[src/rtl/mux_arbiter.sv]
// mux_arbiter: round-robin packet arbiter driving a one-hot output-mux select.
// A port is locked from HEAD to TAIL; grants are qualified by downstream ready.
module mux_arbiter #(
  parameter int               NIN     = 2,
  parameter int               TYPEW   = 2,
  parameter logic [TYPEW-1:0] T_NONE  = 2'b00,
  parameter logic [TYPEW-1:0] T_HEAD  = 2'b01,
  parameter logic [TYPEW-1:0] T_TAIL  = 2'b10,
  parameter logic [TYPEW-1:0] T_DATA  = 2'b11,
  parameter int               TIMEOUT = 64
) (
  input  logic                 clk,
  input  logic                 rst_,
  input  logic [NIN-1:0]       ivalid,
  input  logic [TYPEW*NIN-1:0] itype,
  input  logic                 ordy,
  output logic [NIN-1:0]       sel,
  output logic                 olock,
  output logic [NIN-1:0]       ogrant,
  output logic                 err_timeout,
  output logic                 err_proto
);

  localparam int PW    = (NIN > 1) ? $clog2(NIN) : 1;
  localparam int CW    = (TIMEOUT > 1) ? $clog2(TIMEOUT) : 1;
  localparam int TLAST = (TIMEOUT > 0) ? TIMEOUT - 1 : 0;

  typedef enum logic {
    S_IDLE,
    S_LOCK
  } state_t;

  state_t           state_q, state_d;
  logic [NIN-1:0]   sel_q, sel_d;
  logic [PW-1:0]    ptr_q, ptr_d;
  logic [CW-1:0]    cnt_q, cnt_d;
  logic             started_q, started_d;
  logic             err_to_q, err_to_d;
  logic             err_pr_q, err_pr_d;

  logic [TYPEW-1:0] typ [NIN];
  logic [NIN-1:0]   cand;
  logic [NIN-1:0]   fire;
  logic [TYPEW-1:0] lock_type;
  logic             lk_head, lk_tail;
  logic             any_fire, tail_fire;
  logic             excl;
  logic             win_ok;
  logic [PW-1:0]    win;

  for (genvar k = 0; k < NIN; k++) begin : g_port
    assign typ[k]  = itype[k*TYPEW +: TYPEW];
    assign cand[k] = ivalid[k] && (typ[k] == T_HEAD);
  end

  assign fire      = sel_q & ivalid & {NIN{ordy}};
  assign any_fire  = |fire;
  assign lock_type = typ[ptr_q];

  always_comb begin
    lk_head = 1'b0;
    lk_tail = 1'b0;
    case (lock_type)
      T_HEAD:         lk_head = 1'b1;
      T_TAIL:         lk_tail = 1'b1;
      T_DATA, T_NONE: ;
      default:        ;
    endcase
  end

  assign tail_fire = any_fire && lk_tail;

  // While locked, the locked port (== ptr) may not re-win at its own tail.
  assign excl = (state_q == S_LOCK);

  always_comb begin
    logic [PW-1:0] j;
    win_ok = 1'b0;
    win    = ptr_q;
    j      = ptr_q;
    for (int i = 1; i <= NIN; i++) begin
      j = PW'((int'(ptr_q) + i) % NIN);
      if (!win_ok && cand[j] && !(excl && j == ptr_q)) begin
        win_ok = 1'b1;
        win    = j;
      end
    end
  end

  always_comb begin
    state_d   = state_q;
    sel_d     = sel_q;
    ptr_d     = ptr_q;
    cnt_d     = cnt_q;
    started_d = started_q;
    err_to_d  = err_to_q;
    err_pr_d  = 1'b0;
    unique case (state_q)
      S_IDLE: begin
        if (win_ok) begin
          state_d   = S_LOCK;
          sel_d     = NIN'(1) << win;
          ptr_d     = win;
          cnt_d     = '0;
          started_d = 1'b0;
        end
      end
      S_LOCK: begin
        if (tail_fire) begin
          cnt_d     = '0;
          started_d = 1'b0;
          if (win_ok) begin
            sel_d = NIN'(1) << win;
            ptr_d = win;
          end else begin
            state_d = S_IDLE;
            sel_d   = '0;
          end
        end else if (any_fire) begin
          // First HEAD of a packet is legal; a later one is a protocol slip.
          cnt_d     = '0;
          started_d = 1'b1;
          err_pr_d  = lk_head && started_q;
        end else if (TIMEOUT > 0 && cnt_q == CW'(TLAST)) begin
          state_d  = S_IDLE;
          sel_d    = '0;
          cnt_d    = '0;
          err_to_d = 1'b1;
        end else if (TIMEOUT > 0 && cnt_q != '1) begin
          cnt_d = cnt_q + CW'(1);
        end
      end
      default: ;
    endcase
  end

  always_ff @(posedge clk or negedge rst_) begin
    if (!rst_) begin
      state_q   <= S_IDLE;
      sel_q     <= '0;
      ptr_q     <= PW'(NIN - 1);
      cnt_q     <= '0;
      started_q <= 1'b0;
      err_to_q  <= 1'b0;
      err_pr_q  <= 1'b0;
    end else begin
      state_q   <= state_d;
      sel_q     <= sel_d;
      ptr_q     <= ptr_d;
      cnt_q     <= cnt_d;
      started_q <= started_d;
      err_to_q  <= err_to_d;
      err_pr_q  <= err_pr_d;
    end
  end

  assign sel         = sel_q;
  assign olock       = |sel_q;
  assign ogrant      = fire;
  assign err_timeout = err_to_q;
  assign err_proto   = err_pr_q;

endmodule

[config.mk]
export PLATFORM = sky130hd
export DESIGN_NAME = mux_arbiter
export DESIGN_NICKNAME = d
export VERILOG_FILES = /design/src/rtl/mux_arbiter.sv
export SDC_FILE = /design/constraint.sdc
export NUM_CORES = 1
export LEC_CHECK = 0
export ABC_AREA = 1
export ABC_CLOCK_PERIOD_IN_PS = 1800
export CAP_MARGIN = 20
export CELL_PAD_IN_SITES_DETAIL_PLACEMENT = 0
export CELL_PAD_IN_SITES_GLOBAL_PLACEMENT = 2
export CORE_MARGIN = 3
export CORE_UTILIZATION = 30
export CTS_BUF_LIST = sky130_fd_sc_hd__clkbuf_2 sky130_fd_sc_hd__clkbuf_4 sky130_fd_sc_hd__clkbuf_8
export CTS_CLUSTER_DIAMETER = 50
export DETAILED_ROUTE_END_ITERATION = 8
export GPL_ROUTABILITY_DRIVEN = 1
export GPL_TIMING_DRIVEN = 0
export PLACE_DENSITY_LB_ADDON = 0.12
export SLEW_MARGIN = 5
export SYNTH_ARGS = -nofsm -noshare
export SYNTH_HDL_FRONTEND = slang
export SYNTH_SLANG_ARGS = --single-unit
[constraint.sdc]
create_clock -name clk -period 1.8 [get_ports clk]
set_input_delay 0.18 -clock clk [delete_from_list [all_inputs] [get_ports clk]]
set_output_delay 0.18 -clock clk [all_outputs]
set_load 0.01 [all_outputs]
Word-level counts from Yosys, hierarchy flattened:

Cells that the tools add are included.
W data, S select, Z words.

* add/subtract/negate cells: 3
* magnitude comparators: 3
* eq/ne operators: 14
* shift operators: 1
* multiplexer cells: 40
* bitwise operators: 6
* reductions and logical operators: 18

Operators with widths (number)
* $mux W6: 5
* $mux W1: 22
* $mux W2: 8
* $pmux W6 S2: 1
* $logic_and A1 B1 Y1: 9
* $add A6 B1 Y6 const B: 1
* $eq A2 B1 Y1 const B: 3
* $eq A6 B6 Y1 const B: 1
* $ne A3 B1 Y1 const B: 2
* $ne A6 B6 Y1 const B: 1
* $pmux W1 S2: 3
* $ne A5 B1 Y1 const B: 1
* $and A2 B2 Y2: 2
* $lt A1 B2 Y1 const B: 2
* $pmux W2 S2: 1
* $reduce_and A2 Y1: 2
* $reduce_and A4 Y1: 1
* $reduce_or A2 Y1: 2
* $logic_not A1 Y1: 3
* $ne A3 B2 Y1 const B: 1
* $not A1 Y1: 3
* $reduce_and A3 Y1: 1
* $add A1 B1 Y1 const B: 2
* $eq A1 B1 Y1: 2
* other kinds (6): 6

* register bits: 13
* input bits: 9
* output and inout port bits: 7
* word-level logic and storage cells: 92

Logic depth before layout (Yosys ltp):

Gate-level depths: netlist of the first run.

* depth after elaboration: 14
* gate-level depth with buffers: 10
* depth with buffers taken out: 10

Worst setup path before layout of the first run:

OpenSTA, ideal clock, no wires.

* path kind: reg2reg
* start point: reg cnt_q[0]
* end point: reg cnt_q[5]
* setup time: 0.063 ns
* data arrival time: 1.171 ns
* required time: 1.737 ns
* path slack: 0.566 ns
* stages on the path, launching flop included: 9
* buffers on the path: 0
* clock period less this slack: 1.234 ns
* path through: dfrtp_1 -> ha_1 -> nand3_1 -> nor2_1 -> nand2_1 -> nand2_1 -> o21ai_1 -> nand2_1 -> inv_1

* word-level cells in the longest chain between the ends: 6
* elaborated cells on any way between the ends: 10
* classes of those cells: add/sub: 1; eq/ne: 3; mux: 5; reduce/logical: 1

Ends and longest elaborated chain
* from (decl): line 36 `logic [CW-1:0] cnt_q, cnt_d;`
* from (signal assigned): line 150 `cnt_q <= cnt_d;`
* $add A6 B1 Y6: line 130 `cnt_d = cnt_q + CW'(1);`
* $mux W6: line 129 `end else if (TIMEOUT > 0 && cnt_q != '1) begin`
* $mux W6: line 124 `end else if (TIMEOUT > 0 && cnt_q == CW'(TLAST)) begin`
* $mux W6: line 119 `end else if (any_fire) begin`
* $mux W6: line 109 `if (tail_fire) begin`
* $pmux W6 S2: line 98 `unique case (state_q)`

Parallel ways exist; a longest one is shown, timed or not. The select of a mux whose other input is x is not followed.
A chain may end at the register's enable or synchronous reset.

Final worst setup path of the first run:

* start point: reg sel_q[1], in the netlist sel[1]
* end point: out olock

* word-level cells in the longest chain between the ends: 1

Ends and longest elaborated chain
* from (decl): line 34 `logic [NIN-1:0] sel_q, sel_d;`
* from (signal assigned): line 148 `sel_q <= sel_d;`
* $reduce_or A2 Y1: line 158 `assign olock = |sel_q;`
* to (decl): line 18 `output logic olock,`

No other way between the ends.

==> results of run 1 <==
==> sequential cells by signal (all words and copies together) (netlist names) <==
signal / cells
cnt_q: 6
sel: 2
err_proto: 1
err_timeout: 1
excl: 1
ptr_q: 1
started_q: 1
==> stage by stage <==
step	utilization	setup slack [ns]
final	0.4236	0.1451
after global placement	0.4118	0.1497
after CTS	0.4236	0.1202
after detailed placement	0.4118	0.1620
after global routing	0.4236	0.05280
after floorplan	-	0.5661
==> per-layer routing <==
layer	part of all wire	vias to the layer above	track usage
met5	0	-	0
met4	0.0084	0	0.03051
met3	0.036	2	0.04828
met2	0.44	9	0.1634
met1	0.52	289	0.1681
li1	-	348	-
==> area by class of cell <==
cell class                 instances  area, um2  share of cell area
clock inverter                     1      5.005            0.005096
timing repair buffer              15      150.1              0.1529
sequential                        13      326.6              0.3325
clock buffer                       3      22.52             0.02293
multi-input combinational         67      375.4              0.3822
tap                               28      35.03             0.03567
inverter                          15      56.30             0.05732
buffer                             1      11.26             0.01146
==> placed cells by master (no fill, tap or decap), drive strengths merged, types with 2 or more instances in the layout <==
cell,instances
clkbuf,3
clkdlybuf4s50,15
dfrtp,12
inv,15
nand2,32
nand3,11
nand4,2
nor2,5
o21ai,5
o22ai,2
or2,3
xor2,2
==> path summary, 6_finish.rpt <==
path / depth (start not counted) / endpoint / slack, ns / start
worst max-delay path: 2 / olock / 0.15 / sel[1]$_DFFE_PN0P_
worst min-delay path: 1 / err_proto$_DFF_PN0_ / 0.29 / rst_
worst max register to register: 8 / cnt_q[5]$_DFFE_PN0P_ / 0.38 / cnt_q[0]$_DFFE_PN0P_
worst min register to register: 1 / err_timeout$_DFFE_PN0P_ / 0.48 / err_timeout$_DFFE_PN0P_
max in group asynchronous: 1 / cnt_q[3]$_DFFE_PN0P_ / 1.10 / rst_
min in group clk: 1 / err_timeout$_DFFE_PN0P_ / 0.48 / err_timeout$_DFFE_PN0P_
==> logic make-up (layout without fill, tap and decap cells) <==
logic type	count (synthesis)	count (layout)	share of synthesized area
flops	13	13	0.4244
compound gates	9	9	0.07154
fa+ha+maj	1	1	0.01626
buf+inv	16	35	0.08781
xor+xnor	3	3	0.03415
simple gates	54	54	0.3659
==> critical path, delay by kind of cell (launching register included) <==
family / cells / cell delay [ns]
simple gates: 1 / 0.30
buf+inv: 1 / 0.48
flops: 1 / 0.42
==> power by group through the flow <==
stage / registers (W) / clock network [W] / logic, W
global route: 0.000529 / 0.000217 / 0.000754
CTS: 0.000508 / 0.000200 / 0.000659
floorplan: 0.000502 / 0 / 0.000474
finish: 0.000508 / 0.000184 / 0.000650
global placement: 0.000514 / 0 / 0.000653
detailed placement: 0.000512 / 0 / 0.000656
==> flow_results.xml, run 1 <==
<?xml version="1.0" encoding="UTF-8"?>
<metrics>
  <group name="final_layout">
    <metric name="final_layout_size_suffix_gt1_frac" unit="">0.1739</metric>
    <metric name="layout.nets" unit="">126</metric>
    <metric name="finalNonFillerCells" unit="">143</metric>
    <metric name="synthToLayoutAreaGrowth" unit="%">27.64</metric>
    <metric name="antenna_cells_inserted" unit="">0</metric>
    <metric name="layout.cell_area.non_filler" unit="um2">982.2</metric>
    <metric name="fillCellCount" unit="">229</metric>
  </group>
  <group name="drt">
    <metric name="routed_wl" unit="mm">1.657</metric>
    <metric name="post_drt_via_cell_ratio" unit="">4.531</metric>
    <metric name="routedWlPerCell" unit="um">11.59</metric>
    <metric name="drc_errors" unit="">0</metric>
    <metric name="antenna_violating_nets_post_route" unit="">0</metric>
    <metric name="via_count" unit="">648</metric>
    <metric name="drt-pass1-iter-count" unit="">4</metric>
    <metric name="dr.first_iter.drc_count" unit="">6</metric>
  </group>
  <group name="synthesis">
    <metric name="ys_types" unit="">26</metric>
    <metric name="synth_enable_flop_cells" unit="">0</metric>
    <metric name="syn-cell-area" unit="um2">769.5</metric>
    <metric name="synth_common_cells" unit="">25 x nand2_1, 13 x inv_1, 12 x dfrtp_1</metric>
    <metric name="yosys.area.top_type_share" unit="">0.3902</metric>
    <metric name="yosys-top-cells-area" unit="">dfrtp_1 39%, nand2_1 12%, inv_1 6.3%</metric>
    <metric name="yosys.cell_count.top_type" unit="">nand2_1</metric>
    <metric name="dominantRegCellSynth" unit="">dfrtp_1</metric>
    <metric name="netlist.top_cell.by_area" unit="">dfrtp_1</metric>
    <metric name="ys_async_sr_fraction" unit="">1.000</metric>
    <metric name="synthesis.yosys.warnings" unit="">0</metric>
    <metric name="synth_sequential_area_ratio" unit="">0.4244</metric>
    <metric name="post_synth_inst_count" unit="">96</metric>
    <metric name="ys_ff_latch" unit="">13</metric>
    <metric name="avgSynthCellArea" unit="um2">8.016</metric>
    <metric name="synth.net_count" unit="">106</metric>
  </group>
  <group name="clock_network">
    <metric name="numCtsBuffers" unit="">3</metric>
    <metric name="clock_tree.htree_level_count" unit="">1</metric>
    <metric name="postCtsSetupRepairBufs" unit="">0</metric>
    <metric name="clock_sinks" unit="">13</metric>
    <metric name="cts.reportedPaths.clkPinSlew" unit="ns">0.08</metric>
    <metric name="cts-resized-gates" unit="">0</metric>
    <metric name="clock_buffer_depth" unit="">2</metric>
    <metric name="cts.root.buffer_cell" unit="">clkbuf_4</metric>
    <metric name="cts.hold.buffers_added" unit="">0</metric>
    <metric name="clk-insertion-delay-late" unit="ns">0.28</metric>
    <metric name="tritoncts" unit="">built</metric>
  </group>
  <group name="setup_path">
    <metric name="endpoint_kind" unit="">output port</metric>
    <metric name="max_stage_delay" unit="ns">0.48</metric>
    <metric name="critical_path_cell_sequence" unit="">or2_2, clkdlybuf4s50_1</metric>
    <metric name="worstPathArrival" unit="ns">1.47</metric>
    <metric name="crit_fanout" unit="">4</metric>
    <metric name="required_time_of_the_critical_path" unit="ns">1.62</metric>
    <metric name="critical_path.slowest_cell" unit="">clkdlybuf4s50_1</metric>
    <metric name="ws_path_type" unit="">reg2out</metric>
    <metric name="cp-start-kind" unit="">register</metric>
  </group>
  <group name="pwr">
    <metric name="power.internal" unit="W">0.0007836</metric>
    <metric name="powerDensity" unit="mW/mm2">1366</metric>
    <metric name="switching_share" unit="">0.4160</metric>
    <metric name="leakagePower" unit="nW">0.4950</metric>
    <metric name="power.total" unit="W">0.001342</metric>
    <metric name="power.ir.vdd_worst" unit="uV">605.9</metric>
    <metric name="power_switching" unit="W">0.0005581</metric>
    <metric name="p_seq_frac" unit="">0.378</metric>
    <metric name="power.combinational.fraction" unit="">0.485</metric>
    <metric name="share_clk_of_total_power" unit="">0.137</metric>
  </group>
  <group name="global_routing">
    <metric name="via_count_of_the_first_global_routing_pass" unit="">629</metric>
    <metric name="antenna_found_initial" unit="">0</metric>
    <metric name="pin_count_of_the_biggest_net_entering_global_routing" unit="">14</metric>
    <metric name="grt_first_pass_wirelength" unit="mm">2.856</metric>
    <metric name="gr-total-overflow" unit="">0</metric>
    <metric name="grt_usage" unit="">0.1181</metric>
  </group>
  <group name="timing">
    <metric name="setup_viol" unit="">0</metric>
    <metric name="final.setup.tns" unit="ns">0</metric>
    <metric name="layout_worst_path_cycle_share" unit="">0.9194</metric>
    <metric name="timing.final.hold_violations" unit="">0</metric>
    <metric name="tightest_slew" unit="ns">0.6393</metric>
    <metric name="rsz_0062_raised_after_global_routing" unit="">no</metric>
    <metric name="slew_violations" unit="">0</metric>
    <metric name="finClkSkew" unit="ns">0.001690</metric>
    <metric name="fmaxAchievable" unit="MHz">604.3</metric>
    <metric name="final_period_minus_worst_setup_slack" unit="ns">1.655</metric>
    <metric name="worst_slew_margin_rel" unit="">0.5725</metric>
    <metric name="holdWs" unit="ns">0.2905</metric>
  </group>
  <group name="die">
    <metric name="area_enclosed_by_the_die_boundary" unit="mm2">0.003209</metric>
    <metric name="initial_core_util" unit="">0.3319</metric>
    <metric name="coreArea" unit="mm2">0.002318</metric>
    <metric name="die_width" unit="um">56.65</metric>
    <metric name="die_height" unit="um">56.65</metric>
    <metric name="placementRows" unit="">17</metric>
    <metric name="floorplan.io_pins" unit="">16</metric>
  </group>
  <group name="placement">
    <metric name="detailedPlacementHpwl" unit="mm">1.286</metric>
    <metric name="gpl.final_weighted_congestion" unit="">0.6805</metric>
    <metric name="detailed_place.area" unit="um2">954.7</metric>
    <metric name="dpl.cell_count" unit="">139</metric>
    <metric name="port_buffers" unit="">15</metric>
  </group>
  <group name="run_status">
    <metric name="outcome" unit="">completed</metric>
  </group>
  <group name="run">
    <metric name="drv_cap" unit="">0</metric>
  </group>
  <group name="worst_hold_path">
    <metric name="min_delay_worst_type" unit="">in2async</metric>
  </group>
</metrics>
Note: power is estimated with default switching activity, not from simulation.
==> run 2, diff against run 1 <==
ABC_CLOCK_PERIOD_IN_PS = 1480   (was 1800)
CORE_UTILIZATION = 27   (was 30)
clock period = 1.48 ns   (was 1.8 ns; I/O delays follow)
==> run 2 against run 1 <==
  * Critical path depth increased by 1
  * Count of clock-buffer cells in the layout unchanged
  * Power increased by 33%
  * Clock skew about the same
  * Register-to-register slack got worse by 0.26 ns
  * Die area increased by 9.9%
  * First-iteration DRC count unchanged
  * Critical path type unchanged
  * Highest routed layer unchanged
==> flow_results.xml, run 2 (synthesized netlist as in run 1, its figures left out) <==
<?xml version="1.0" encoding="UTF-8"?>
<metrics>
  <group name="run_status">
    <metric name="outcome" unit="">completed</metric>
  </group>
  <group name="drt">
    <metric name="post_drt_via_cell_ratio" unit="">4.529</metric>
    <metric name="routed_wl" unit="mm">1.723</metric>
    <metric name="dr.first_iter.drc_count" unit="">6</metric>
    <metric name="routedWlPerCell" unit="um">11.26</metric>
    <metric name="drt-pass1-iter-count" unit="">4</metric>
    <metric name="drc_errors" unit="">0</metric>
    <metric name="via_count" unit="">693</metric>
    <metric name="antenna_violating_nets_post_route" unit="">0</metric>
  </group>
  <group name="pwr">
    <metric name="power.combinational.fraction" unit="">0.521</metric>
    <metric name="powerDensity" unit="mW/mm2">1652</metric>
    <metric name="power_switching" unit="W">0.0007451</metric>
    <metric name="share_clk_of_total_power" unit="">0.128</metric>
    <metric name="switching_share" unit="">0.4173</metric>
    <metric name="power.ir.vdd_worst" unit="uV">754.5</metric>
    <metric name="leakagePower" unit="nW">0.5776</metric>
    <metric name="p_seq_frac" unit="">0.350</metric>
    <metric name="power.internal" unit="W">0.001040</metric>
  </group>
  <group name="final_layout">
    <metric name="final_layout_size_suffix_gt1_frac" unit="">0.3171</metric>
    <metric name="multi_input_comb_area" unit="um2">412.9</metric>
    <metric name="max_flop_register" unit="">cnt_q</metric>
    <metric name="largest_register_ffs" unit="">6</metric>
    <metric name="synthToLayoutAreaGrowth" unit="%">40.49</metric>
    <metric name="most-common-layout-cells" unit="">21 x nand2_1, 12 x inv_1, 11 x dfrtp_1, 10 x clkdlybuf4s50_1</metric>
    <metric name="antenna_cells_inserted" unit="">0</metric>
    <metric name="layout_commonest_cell" unit="">nand2_1</metric>
    <metric name="fillCellCount" unit="">264</metric>
    <metric name="layout.nets" unit="">134</metric>
    <metric name="layout.area.seq" unit="um2">327.8</metric>
  </group>
  <group name="placement">
    <metric name="port_buffers" unit="">15</metric>
    <metric name="gpl.final_weighted_congestion" unit="">0.7350</metric>
    <metric name="detailedPlacementHpwl" unit="mm">1.365</metric>
  </group>
  <group name="setup_path">
    <metric name="reg2reg_slack" unit="ns">0.12</metric>
    <metric name="regToRegEndpoint" unit="">sel[0]$_DFFE_PN0P_</metric>
    <metric name="worstPathArrival" unit="ns">1.25</metric>
    <metric name="required_time_of_the_critical_path" unit="ns">1.33</metric>
    <metric name="crit_start" unit="">sel[0]$_DFFE_PN0P_</metric>
    <metric name="crit_fanout" unit="">3</metric>
    <metric name="crit_end" unit="">olock</metric>
    <metric name="cp-start-kind" unit="">register</metric>
    <metric name="endpoint_kind" unit="">output port</metric>
    <metric name="worst-r2r-cell-count" unit="">9</metric>
    <metric name="r2r-start" unit="">ptr_q$_DFFE_PN1P_</metric>
    <metric name="ws_path_type" unit="">reg2out</metric>
  </group>
  <group name="timing">
    <metric name="holdWs" unit="ns">0.2423</metric>
    <metric name="final_period_minus_worst_setup_slack" unit="ns">1.401</metric>
    <metric name="fmaxAchievable" unit="MHz">713.8</metric>
    <metric name="worst_slew_margin_rel" unit="">0.5964</metric>
    <metric name="finClkSkew" unit="ns">0.001662</metric>
    <metric name="timing.final.hold_violations" unit="">0</metric>
    <metric name="setup_viol" unit="">0</metric>
    <metric name="layout_worst_path_cycle_share" unit="">0.9466</metric>
    <metric name="tightest_slew" unit="ns">0.6036</metric>
    <metric name="rsz_0062_raised_after_global_routing" unit="">yes</metric>
    <metric name="final.setup.tns" unit="ns">0</metric>
    <metric name="slew_violations" unit="">0</metric>
  </group>
  <group name="clock_network">
    <metric name="numCtsBuffers" unit="">3</metric>
    <metric name="cts.root.buffer_cell" unit="">clkbuf_4</metric>
    <metric name="cts.reportedPaths.clkPinSlew" unit="ns">0.09</metric>
    <metric name="clock_tree.htree_level_count" unit="">1</metric>
    <metric name="clock_sinks" unit="">13</metric>
    <metric name="clock_buffer_depth" unit="">2</metric>
    <metric name="clk-insertion-delay-late" unit="ns">0.28</metric>
    <metric name="tritoncts" unit="">built</metric>
  </group>
  <group name="global_routing">
    <metric name="grt_usage" unit="">0.1167</metric>
    <metric name="gr-total-overflow" unit="">0</metric>
    <metric name="grt_first_pass_wirelength" unit="mm">3.098</metric>
    <metric name="pin_count_of_the_biggest_net_entering_global_routing" unit="">14</metric>
    <metric name="antenna_found_initial" unit="">0</metric>
    <metric name="via_count_of_the_first_global_routing_pass" unit="">695</metric>
  </group>
  <group name="die">
    <metric name="initial_core_util" unit="">0.2971</metric>
    <metric name="area_enclosed_by_the_die_boundary" unit="mm2">0.003527</metric>
    <metric name="floorplan.io_pins" unit="">16</metric>
    <metric name="coreArea" unit="mm2">0.002590</metric>
    <metric name="die_width" unit="um">59.39</metric>
    <metric name="die_height" unit="um">59.39</metric>
    <metric name="placementRows" unit="">18</metric>
  </group>
  <group name="worst_hold_path">
    <metric name="min_delay_worst_type" unit="">in2async</metric>
  </group>
  <group name="run">
    <metric name="drv_cap" unit="">0</metric>
  </group>
</metrics>
-- run 2: per-layer routing --
metal	track usage	up-vias	wire, um
li1	-	362	-
met1	0.1580	319	875
met2	0.1856	10	767
met3	0.04139	2	69
met4	0.009709	0	10
met5	0	-	0
-- run 2: critical path: stages (launching register included) --
cell and delay, ns:
dfrtp_2 0.43, buf_4 0.15, or2_2 0.26, buf_2 0.14
-- run 2: how the worst min path moves through the flow --
stage,to
global route,excl$_DFF_PN0_
detailed placement,err_timeout$_DFFE_PN0P_
CTS,cnt_q[2]$_DFFE_PN0P_
finish,err_proto$_DFF_PN0_
global placement,err_timeout$_DFFE_PN0P_
floorplan,cnt_q[0]$_DFFE_PN0P_
-- run 2: area by class of cell --
| cell class | instances | share of cell area |
|---|---|---|
| inverter | 15 | 0.05208 |
| buffer | 1 | 0.01042 |
| timing repair buffer | 23 | 0.1921 |
| multi-input combinational | 67 | 0.3819 |
| tap | 30 | 0.03472 |
| clock buffer | 3 | 0.02083 |
| sequential | 13 | 0.3032 |
| clock inverter | 1 | 0.004630 |
-- run 2: power by group through the flow --
| stage | clock network (W) | registers [W] | logic (W) |
|---|---|---|---|
| after floorplan | 0 | 0.000610 | 0.000577 |
| after global placement | 0 | 0.000626 | 0.000801 |
| after detailed placement | 0 | 0.000630 | 0.000799 |
| after CTS | 0.000237 | 0.000619 | 0.000804 |
| after global routing | 0.000254 | 0.000644 | 0.00106 |
| final | 0.000229 | 0.000625 | 0.000931 |
-- run 2: repair_timing --
action,in CTS,in global routing
pin swaps,1,7
setup endpoints to repair,3,6
hold buffers,0,0
setup buffers,2,6
resized for setup,7,13
-- run 2: per-stage QoR --
stage / power [W] / utilization / instances / instance area, um2 / setup slack [ns]
after floorplan: 0.001187 / - / 96 / 769.5 / 0.2461
after global placement: 0.001427 / 0.3696 / 141 / 957.2 / -0.1047
after detailed placement: 0.001430 / 0.3696 / 141 / 957.2 / -0.1191
after CTS: 0.001660 / 0.3850 / 147 / 997.2 / -0.1386
after global routing: 0.001959 / 0.4174 / 153 / 1081 / -0.008750
final: 0.001785 / 0.4174 / 153 / 1081 / 0.07905
